### config.mk
export PLATFORM = sky130hd
export DESIGN_NAME = seq_divider
export DESIGN_NICKNAME = d
export VERILOG_FILES = /design/src/rtl/seq_divider.sv
export SDC_FILE = /design/constraint.sdc
export NUM_CORES = 1
export LEC_CHECK = 0
export CAP_MARGIN = 15
export CORE_ASPECT_RATIO = 0.7
export CORE_MARGIN = 4
export CORE_UTILIZATION = 40
export DETAILED_ROUTE_END_ITERATION = 10
export SLEW_MARGIN = 0
export SYNTH_ARGS = -nofsm -noshare
export SYNTH_HDL_FRONTEND = slang
export SYNTH_SLANG_ARGS = --single-unit
export TNS_END_PERCENT = 30
### constraint.sdc
create_clock -name clk -period 3.64 [get_ports clk]
set_input_delay 0.364 -clock clk [delete_from_list [all_inputs] [get_ports clk]]
set_output_delay 0.364 -clock clk [all_outputs]
set_load 0.02 [all_outputs]
### src/rtl/seq_divider.sv
// Sequential unsigned restoring divider: one quotient bit per clock with a
// start/done handshake. Divide-by-zero short-circuits straight to DONE.
module seq_divider #(
    parameter int unsigned WIDTH = 5
) (
    input  logic             clk,
    input  logic             rst,
    input  logic             start,
    input  logic [WIDTH-1:0] dividend,
    input  logic [WIDTH-1:0] divisor,
    output logic             busy,
    output logic             done,
    output logic [WIDTH-1:0] quotient,
    output logic [WIDTH-1:0] remainder,
    output logic             div_by_zero
);

    localparam int unsigned CW = (WIDTH > 1) ? $clog2(WIDTH) : 1;

    typedef enum logic [1:0] {
        IDLE,
        RUN,
        DONE
    } state_t;

    state_t           state;
    logic [WIDTH-1:0] q;
    logic [WIDTH-1:0] d;
    logic [WIDTH-1:0] r;
    logic [CW-1:0]    cnt;

    logic [WIDTH:0]   r_sh;
    logic [WIDTH:0]   r_sub;
    logic             ge;
    logic [WIDTH-1:0] r_nx;
    logic [WIDTH-1:0] q_nx;

    // One restoring step: shift the next dividend bit into the partial
    // remainder, subtract when it fits, and shift the outcome into q.
    always_comb begin
        r_sh  = {r, q[WIDTH-1]};
        r_sub = r_sh - {1'b0, d};
        ge    = (r_sh >= {1'b0, d});
        r_nx  = ge ? r_sub[WIDTH-1:0] : r_sh[WIDTH-1:0];
        q_nx  = {q[WIDTH-2:0], ge};
    end

    always_ff @(posedge clk) begin
        if (rst) begin
            state       <= IDLE;
            busy        <= 1'b0;
            done        <= 1'b0;
            quotient    <= '0;
            remainder   <= '0;
            div_by_zero <= 1'b0;
            q           <= '0;
            d           <= '0;
            r           <= '0;
            cnt         <= '0;
        end else begin
            done <= 1'b0;
            case (state)
                IDLE, DONE: begin
                    if (start) begin
                        div_by_zero <= 1'b0;
                        if (divisor == '0) begin
                            quotient    <= '1;
                            remainder   <= dividend;
                            div_by_zero <= 1'b1;
                            done        <= 1'b1;
                            busy        <= 1'b0;
                            state       <= DONE;
                        end else begin
                            q     <= dividend;
                            d     <= divisor;
                            r     <= '0;
                            cnt   <= CW'(WIDTH - 1);
                            busy  <= 1'b1;
                            state <= RUN;
                        end
                    end else begin
                        state <= IDLE;
                    end
                end
                RUN: begin
                    q <= q_nx;
                    r <= r_nx;
                    if (cnt == '0) begin
                        quotient  <= q_nx;
                        remainder <= r_nx;
                        busy      <= 1'b0;
                        done      <= 1'b1;
                        state     <= DONE;
                    end else begin
                        cnt <= cnt - 1'b1;
                    end
                end
                default: begin
                    busy  <= 1'b0;
                    state <= IDLE;
                end
            endcase
        end
    end

endmodule
==> impl_metrics.ini <==
[timing]
hold_viol_final = 0
rsz0062_at_grt = false
post-route-period-util_pct = 61.24
setup_viol = 0
min_period_ps = 2229
fin_setup_tns_ps = 0
skew_ps = 4.739
max_freq_mhz = 448.6
relSlewSlack_pct = 45.80
drv_slew = 0
worst_slew_pin_slew_ps = 811.3

[worst_setup_path]
critPathBufInv = 2
critPathMostFrequentCell = inv_1
slowest_delay_ps = 400
cp-start-kind = flip-flop
crit_chain = inv_1 -> ha_1 -> inv_1 -> fa_1 -> nand3_1 -> a31oi_1 -> nor3_4 -> mux2_2 -> o22ai_1
slowest_stage = fa_1
crit_path_end_kind = flip-flop
crit_arrival_ps = 2440
cp_top_family = adder cells
path_class = flip-flop to flip-flop
worst-path-max-fanout = 7
worstPathRequired_ps = 3850

[floorplan]
die_h_um = 60.96
num_io_pins = 26
dieWidth_um = 83.66
dieArea_mm2 = 0.005100
rows = 18
core_area_mm2 = 0.003694
initial_core_util_pct = 43.39

[yosys]
syn_area_per_cell_um2 = 8.807
synth.yosys.seq_area_share_pct = 41.22
async_reset_ff_share_pct = 0
synth.area.top_cells = dfxtp_1 41%, ha_1 5.5%, a21oi_1 5.0%
synth_area_leader_cell = dfxtp_1
ys_ff_latch = 33
ys_warn_count = 0
synthCells = 182
syn_area_mm2 = 0.001603
synth_nets = 203
synth-edff-count = 0
synth.most_common_cell = dfxtp_1
synth_top_cells_by_count = 33 x dfxtp_1, 18 x nand2_1, 16 x a21oi_1
synth_ff_type = dfxtp_1
yosysTopAreaCellShare_pct = 41.22
ys_types = 39

[layout]
fin_cells = 255
fillers = 348
utilization_pct = 53.66
multi_input_area_um2 = 850.8
antennaDiodeCount = 0
regArea_um2 = 660.6
final_nets = 225
layout-drive-gt1-share_pct = 10.24
syn2layout_area_growth_pct = 23.65

[power]
irDropWorstVdd_mv = 0.2659
power_density_mw_per_mm2 = 535.1
p_leak_uw = 0.0007199

[clock_network]
cts.sinks = 33
hold_buffers = 0
cts_tree = built
clk_latency_ps = 280
cts_buffers = 5
h-tree-depth = 2
clk_pin_slew_worst_paths_ps = 70
cts_setup_buffers = 0
cts_max_path_buffers = 2
root_buffer = clkbuf_8
cts_resized = 0

[place]
place.port_buffers = 25
dp.cells = 247
place_congestion = 0.7948
dp_hpwl_um = 2905

[detailed_routing]
via_per_inst = 5.455
dr.first_iter.drc_count = 118
wl_per_cell_um = 15.09
routed-via-count = 1391
drc = 0
ant_nets = 0
totalWireLength_um = 3847
first_pass_iters = 4

[global_routing]
grt_max_degree = 21
grt_first_pass_wirelength_um = 6306
track_usage_pct = 16.14
grt_pass1_vias = 1345
grt_antenna_before_repair = 0
overflow = 0

[flow_run]
drv_cap = 0

[hold_path]
worstHoldPathType = flip-flop to flip-flop

[outcome]
status = finished clean
-- flip-flops by register name (all words and copies together), names as in the netlist --
register and flops:
d 5, busy 1, r 5, q 5, cnt 3, done 1, state 2, quotient 5
div_by_zero 1, remainder 5
-- layer usage --
metal | part of all wire [%] | wire, um | up-vias | track usage, %
li1 | - | - | 698 | -
met4 | 1.6 | 60 | 0 | 8.257
met5 | 0 | 0 | - | 0
met2 | 43 | 1670 | 40 | 24.24
met3 | 6.5 | 249 | 8 | 4.478
met1 | 49 | 1867 | 645 | 21.59
-- path summary, 6_finish.rpt --
path                    start            to  slack [ps]  depth (start not counted)
setup / recovery         q[4]  remainder[0]        1410                          9
hold / removal    div_by_zero   div_by_zero         460                          2
setup reg to reg         q[4]  remainder[0]        1410                          9
hold reg to reg   div_by_zero   div_by_zero         460                          2
-- layout make-up --
| cell class | instances | share of cell area [%] |
|---|---|---|
| sequential | 33 | 33.33 |
| clock buffer | 7 | 4.356 |
| tap | 50 | 3.157 |
| inverter | 11 | 2.083 |
| multi-input combinational | 128 | 42.93 |
| timing repair buffer | 25 | 12.63 |
| clock inverter | 1 | 1.515 |
-- metrics by stage --
step	total power (uW)	instance area [um^2]	hold slack [ps]	setup WS (ps)
after floorplan	622.6	1603	436.3	1707
after global placement	706.8	1866	447.5	1408
after detailed placement	713.2	1866	450.4	1300
after CTS	1071	1982	460.1	1429
after global routing	1120	1982	488.2	1286
final	1061	1982	458.6	1411
-- logic make-up after synthesis --
family,count (synthesis),share of synthesized area [%]
compound gates,57,23.58
simple gates,56,18.50
flops,33,41.22
buf+inv,21,5.699
fa+ha+maj,8,6.713
mux,5,3.201
xor+xnor,2,1.093
-- power by group --
group | switching [uW] | internal, uW | total [uW] | leakage, uW
sequential | 28.1 | 400 | 428 | 0.000270
combinational | 162 | 117 | 279 | 0.000391
clock | 130 | 223 | 353 | 0.0000585
total | 320 | 741 | 1060 | 0.000720
-- placed cells by master (no fill, tap or decap), drive strengths merged, types with 2 or more instances in the layout --
| cell | n |
|---|---|
| nand3 | 5 |
| a311oi | 2 |
| o311ai | 2 |
| nor2b | 3 |
| ha | 7 |
| clkdlybuf4s50 | 25 |
| a31oi | 3 |
| o21ai | 15 |
| a211oi | 4 |
| nand2 | 20 |
| a22oi | 2 |
| mux2i | 4 |
| inv | 11 |
| o221a | 4 |
| dfxtp | 33 |
| nand2b | 3 |
| xor2 | 2 |
| clkbuf | 7 |
| and2 | 2 |
| nand4 | 5 |
| nor3 | 4 |
| o211ai | 2 |
| a21oi | 18 |
| o22ai | 2 |
| nor2 | 12 |
-- worst min-delay path, stage by stage (launching register included) --
cell	delay [ps]
dfxtp_1	310
nand2_1	50
a21oi_1	50
Power figures use the tool's default switching activity.
